`config.mk`:
```
export PLATFORM = sky130hd
export DESIGN_NAME = jedro_1_sig_monitor
export DESIGN_NICKNAME = d
export VERILOG_FILES = /design/src/rtl/jedro_1_sig_monitor.sv
export SDC_FILE = /design/constraint.sdc
export NUM_CORES = 1
export LEC_CHECK = 0
export CAP_MARGIN = 40
export CORE_MARGIN = 2
export CORE_UTILIZATION = 54
export DETAILED_ROUTE_END_ITERATION = 7
export PLACE_DENSITY = 0.87
export RECOVER_POWER = 50
export SYNTH_ARGS = -nofsm -noshare
export SYNTH_HDL_FRONTEND = slang
export SYNTH_SLANG_ARGS = --single-unit
```
`constraint.sdc`:
```
create_clock -name clk_i -period 6.5 [get_ports clk_i]
set_input_delay 1.3 -clock clk_i [delete_from_list [all_inputs] [get_ports clk_i]]
set_output_delay 1.3 -clock clk_i [all_outputs]
set_load 0.02 [all_outputs]
```
`src/rtl/jedro_1_sig_monitor.sv`:
```
// Compliance signature monitor: snoops mailbox writes, then streams the signature region out of data memory.
// Optional cycle watchdog enabled by defining JEDRO_1_SIG_MON_TIMEOUT_EN.
module jedro_1_sig_monitor #(
   parameter int unsigned DATA_WIDTH     = 32,
   parameter int unsigned MEM_SIZE_WORDS = 1 << 19,
   parameter int unsigned SIG_START_ADDR = (MEM_SIZE_WORDS - 1) * 4,
   parameter int unsigned SIG_END_ADDR   = (MEM_SIZE_WORDS - 2) * 4,
   parameter int unsigned HALT_ADDR      = (MEM_SIZE_WORDS - 3) * 4,
   parameter logic [31:0] TIMEOUT        = 32'd1000000
) (
   input  logic                              clk_i,
   input  logic                              rst_i,
   input  logic                              snoop_stb_i,
   input  logic [DATA_WIDTH/8-1:0]           snoop_we_i,
   input  logic [31:0]                       snoop_addr_i,
   input  logic [DATA_WIDTH-1:0]             snoop_wdata_i,
   input  logic                              snoop_ack_i,
   output logic                              mem_rd_en_o,
   output logic [$clog2(MEM_SIZE_WORDS)-1:0] mem_rd_addr_o,
   input  logic [DATA_WIDTH-1:0]             mem_rd_data_i,
   output logic                              sig_valid_o,
   output logic [DATA_WIDTH-1:0]             sig_data_o,
   output logic                              sig_last_o,
   input  logic                              sig_ready_i,
   output logic                              halted_o,
   output logic                              done_o,
   output logic                              timeout_o
);

   localparam int AW = $clog2(MEM_SIZE_WORDS);
   localparam int PW = AW + 2;
   localparam int NB = DATA_WIDTH / 8;

   localparam logic [31:0] START_MB = 32'(SIG_START_ADDR);
   localparam logic [31:0] END_MB   = 32'(SIG_END_ADDR);
   localparam logic [31:0] HALT_MB  = 32'(HALT_ADDR);

   typedef enum logic [2:0] {
      RUN,
      RD,
      WT,
      OUT,
      DONE,
      TMO
   } state_e;

   state_e                 stateQ, stateD;
   logic [PW-1:0]          startQ, startD;
   logic [PW-1:0]          endQ, endD;
   logic [DATA_WIDTH-1:0]  haltQ, haltD;
   logic [PW-1:0]          ptrQ, ptrD;
   logic [DATA_WIDTH-1:0]  dataQ, dataD;
   logic                   validQ, validD;
   logic                   haltedQ, haltedD;
   logic                   doneQ, doneD;

   logic                   writeHit;
   logic [31:0]            wordAddr;
   logic                   haltPending;
   logic                   wdogExpire;
   logic [PW:0]            ptrInc;
   logic [DATA_WIDTH-1:0]  startMerged;
   logic [DATA_WIDTH-1:0]  endMerged;

   function automatic logic [DATA_WIDTH-1:0] mergeLanes(
      input logic [DATA_WIDTH-1:0] oldVal,
      input logic [DATA_WIDTH-1:0] newVal,
      input logic [NB-1:0]         laneEn
   );
      logic [DATA_WIDTH-1:0] res;
      res = oldVal;
      for (int b = 0; b < NB; b++) begin
         if (laneEn[b]) res[b*8 +: 8] = newVal[b*8 +: 8];
      end
      return res;
   endfunction

   assign writeHit    = (stateQ == RUN) & snoop_stb_i & snoop_ack_i & (|snoop_we_i);
   assign wordAddr    = snoop_addr_i & ~32'h3;
   assign haltPending = (haltQ == DATA_WIDTH'(1));
   assign ptrInc      = {1'b0, ptrQ} + (PW+1)'(4);

   // Start/end shadows keep only the word-aligned bits that can address data memory.
   always_comb begin
      startMerged = mergeLanes(DATA_WIDTH'(startQ), snoop_wdata_i, snoop_we_i);
      endMerged   = mergeLanes(DATA_WIDTH'(endQ), snoop_wdata_i, snoop_we_i);
      startD      = startQ;
      endD        = endQ;
      haltD       = haltQ;
      if (writeHit && wordAddr == START_MB) startD = {startMerged[PW-1:2], 2'b00};
      if (writeHit && wordAddr == END_MB)   endD   = {endMerged[PW-1:2], 2'b00};
      if (writeHit && wordAddr == HALT_MB)  haltD  = mergeLanes(haltQ, snoop_wdata_i, snoop_we_i);
   end

   always_ff @(posedge clk_i or posedge rst_i) begin
      if (rst_i) begin
         startQ <= '0;
         endQ   <= '0;
         haltQ  <= '0;
      end else begin
         startQ <= startD;
         endQ   <= endD;
         haltQ  <= haltD;
      end
   end

`ifdef JEDRO_1_SIG_MON_TIMEOUT_EN
   logic [31:0] wdogQ, wdogD;
   logic        timeoutQ, timeoutD;

   always_comb begin
      wdogD      = wdogQ;
      wdogExpire = (stateQ == RUN) && (wdogQ == TIMEOUT - 32'd1);
      if (stateQ == RUN) wdogD = wdogQ + 32'd1;
      timeoutD   = timeoutQ | (stateD == TMO);
   end

   always_ff @(posedge clk_i or posedge rst_i) begin
      if (rst_i) begin
         wdogQ    <= '0;
         timeoutQ <= 1'b0;
      end else begin
         wdogQ    <= wdogD;
         timeoutQ <= timeoutD;
      end
   end

   assign timeout_o = timeoutQ;
`else
   assign wdogExpire = 1'b0;
   assign timeout_o  = 1'b0;
`endif

   // Dump sequencer: halt takes priority over watchdog expiry in the same cycle.
   always_comb begin
      stateD      = stateQ;
      ptrD        = ptrQ;
      dataD       = dataQ;
      validD      = validQ;
      haltedD     = haltedQ;
      mem_rd_en_o = 1'b0;
      case (stateQ)
         RUN: begin
            if (haltPending) begin
               haltedD = 1'b1;
               ptrD    = startQ;
               stateD  = (endQ <= startQ) ? DONE : RD;
            end else if (wdogExpire) begin
               stateD = TMO;
            end
         end
         RD: begin
            mem_rd_en_o = 1'b1;
            stateD      = WT;
         end
         WT: begin
            dataD  = mem_rd_data_i;
            validD = 1'b1;
            stateD = OUT;
         end
         OUT: begin
            if (sig_ready_i) begin
               validD = 1'b0;
               ptrD   = ptrInc[PW-1:0];
               stateD = (ptrInc >= {1'b0, endQ}) ? DONE : RD;
            end
         end
         DONE: ;
         TMO: ;
         default: stateD = RUN;
      endcase
      doneD = doneQ | (stateQ == DONE) | (stateD == TMO);
   end

   always_ff @(posedge clk_i or posedge rst_i) begin
      if (rst_i) begin
         stateQ  <= RUN;
         ptrQ    <= '0;
         dataQ   <= '0;
         validQ  <= 1'b0;
         haltedQ <= 1'b0;
         doneQ   <= 1'b0;
      end else begin
         stateQ  <= stateD;
         ptrQ    <= ptrD;
         dataQ   <= dataD;
         validQ  <= validD;
         haltedQ <= haltedD;
         doneQ   <= doneD;
      end
   end

   assign mem_rd_addr_o = ptrQ[PW-1:2];
   assign sig_valid_o   = validQ;
   assign sig_data_o    = dataQ;
   assign sig_last_o    = validQ & (ptrInc >= {1'b0, endQ});
   assign halted_o      = haltedQ;
   assign done_o        = doneQ;

endmodule

```
==> flow_metrics.tcl <==
set metrics [dict create \
    post_cts_buffers 0 \
    maxCapViolCount 2 \
    antenna_left 0 \
    grt_max_degree 52 \
    outcome "finished with violations" \
    diodes 0 \
    sw_frac_of_total 0.209 \
    fmax_ghz 0.182 \
    nets 878 \
    ff2ff_setup_slack_ns 3.08 \
    worst_pin_slew_ns 2.62 \
    firstDrtPassIters 5 \
    boundaryPins 162 \
    cts_root_buffer "clkbuf_16" \
    min_period_ns 5.49 \
    grt_pass1_wl_um 28000 \
    slew_viol_final 86 \
    r2r_cells 12 \
    ys.warnings.count 0 \
    min_period_over_period 0.844 \
    drcViolationCount 0 \
    synth_edf_count 0 \
    holdPathStages 1 \
    hold_viol_final 0 \
    io_buffers 158 \
    setup_viol 0 \
    vias 5253 \
    synth.cell_area_mm2 0.00650 \
    grt_pass1_vias 5550 \
    cts-resized-gates 0 \
    dpl.cell_count 862 \
    crit_required_ns 5.20 \
    wire_per_inst_um 19.2 \
    crit_type "reg -> out" \
    cell_internal_pwr_mw 1.50 \
    ys_types 52 \
    power_density_mw_per_mm2 214 \
    p_sw_mw 0.396 \
    via_per_inst 5.88 \
    drive_gt1_frac 0.193 \
    die-area_mm2 0.0129 \
    rsz0062_at_grt "no" \
    start_util 0.548 \
    critPathLaunch "ptrQ[2]" \
    critPathLaunchType "flop" \
    area_growth_pct 36.4 \
    clk_pin_slew_ns 0.06 \
    seq_area_frac_synth 0.489 \
    leakage_nw 4.11 \
    grt_overflow 0 \
    endpoint "sig_last_o" \
    grt_antenna_before_repair 0 \
    holdBufCountCts 0 \
    r2r-end "stateQ[2]" \
    violations "capacitance limit, slew limit" \
    timing.hold.ws_ns 0.470 \
    syn_nets 711 \
    pwr-share-clk 0.536 \
    mostFrequentLayoutCells "clkdlybuf4s50_1, dfrtp_1, mux2_2" \
    layout_commonest_cell "clkdlybuf4s50_1" \
    htreeDepth 4 \
    gp_congestion 0.929 \
    r2r_start "ptrQ[2]" \
    slew_headroom -0.749 \
    preCtsSetupSlack_ns 1.59 \
    hpwl_um 12500 \
    die_h_um 114 \
    ys.flop_type "dfrtp_1" \
    ys_async_sr_fraction 1.00 \
    tritoncts "yes" \
    utilization 0.748 \
    fin_tns_setup_ns 0 \
    clock-sinks 127 \
    cts_buffers 17 \
    core_region_area_mm2 0.0119 \
    clockBufferDepth 2 \
    fin_skew_ns 0.00485 \
    clkLatencyLatePin_ns 0.42 \
    syn_inst 567 \
    final_cells 894 \
    critPathArrivalTime_ns 4.19 \
    rows 40 \
    ir_drop_mv 0.148 \
    cp_max_fo 8 \
    seqPwrFrac 0.417 \
    min-delay-path-class "reg -> reg" \
    setup_ws_ns 1.01 \
    postSynthAreaPerCell_um2 11.5 \
    drtIter0Drc 348 \
    crit_path_end_kind "output port" \
    comb_power_share 0.047 \
    die_w_um 114 \
    yosys_register_bits 127 \
    grt_usage 0.279 \
    wl_um 17200 \
]
==> sequential cells by signal, summed over array words and instances (netlist names) <==
register / flops
done_o: 1
endQ: 19
haltQ: 32
halted_o: 1
ptrQ: 19
sig_data_o: 32
sig_valid_o: 1
startQ: 19
stateQ: 3
==> stage by stage <==
stage / cell area [um2] / total power [mW]
finish: 8870 / 1.90
global route: 8870 / 1.94
CTS: 8900 / 1.90
detailed placement: 8270 / 0.896
global placement: 8250 / 0.891
floorplan: 6500 / 0.820
==> per-layer routing <==
| metal | up-vias | global-route usage | routed length, um | share of wire |
|---|---|---|---|---|
| met3 | 33 | 0.0691 | 1110 | 0.065 |
| met2 | 201 | 0.479 | 8850 | 0.52 |
| met4 | 0 | 0.0935 | 372 | 0.022 |
| met5 | - | 0 | 0 | 0 |
| met1 | 2630 | 0.347 | 6820 | 0.40 |
| li1 | 2389 | - | - | - |
==> how the worst min path moves through the flow <==
stage                         start   endpoint  slack, ns
after global placement     halted_o   halted_o       0.46
after detailed placement   halted_o   halted_o       0.46
after floorplan           stateQ[2]  stateQ[1]       0.47
after global routing       halted_o   halted_o       0.49
final                      halted_o   halted_o       0.47
after CTS                  halted_o   halted_o       0.47
==> critical path, cell delays in order, from the launching register on <==
cell and delay, ns:
dfrtp_1 0.49, ha_1 0.28, nand3_1 0.22, nor3_1 0.49, nand2_1 0.18, xnor2_1 0.17
ha_1 0.30, o21a_1 0.18, o21ai_0 0.22, nor4_1 0.11, nor3_1 0.36, a21boi_0 0.19
clkdlybuf4s50_1 0.58
==> cell usage after synthesis, drive strengths merged (3+ instances only) <==
cell type	instances	area, um2
a211o	3	26.3
o21ai	18	90.1
nor2	22	82.6
and4	8	70.1
mux2	102	1160
nor3	7	35.0
nor2b	4	25.0
a211oi	4	30.0
nand2	36	148
nor4	9	56.3
a2bb2oi	3	26.3
a21o	4	30.0
a21oi	29	145
nor3b	3	33.8
inv	40	150
and3	10	62.6
ha	39	488
nor4b	3	26.3
nand3	14	70.1
xnor2	13	114
xor2	4	35.0
dfrtp	127	3180
nand4	12	75.1
clkbuf	13	48.8
or2	3	18.8
o22a	7	61.3
==> cell type report <==
class | instances | area, um2
sequential | 127 | 3180
tap | 147 | 184
multi-input combinational | 385 | 3120
clock buffer | 19 | 443
timing repair buffer | 163 | 1610
clock inverter | 13 | 186
inverter | 40 | 151
fill | 739 | 2990
==> power by group through the flow <==
stage	Combinational, mW	Clock [mW]	Sequential (mW)
detailed placement	0.0906	0	0.805
global placement	0.0859	0	0.805
floorplan	0.0151	0	0.805
finish	0.0887	1.02	0.791
global route	0.0961	1.06	0.791
CTS	0.0920	1.02	0.791
==> cell families after synthesis <==
group / synth area share
simple gates: 0.119
flops: 0.489
mux: 0.179
compound gates: 0.0818
buf+inv: 0.0323
fa+ha+maj: 0.0750
xor+xnor: 0.0229
other cells: 0.000577
No activity file was read; power rests on OpenSTA's default activity.
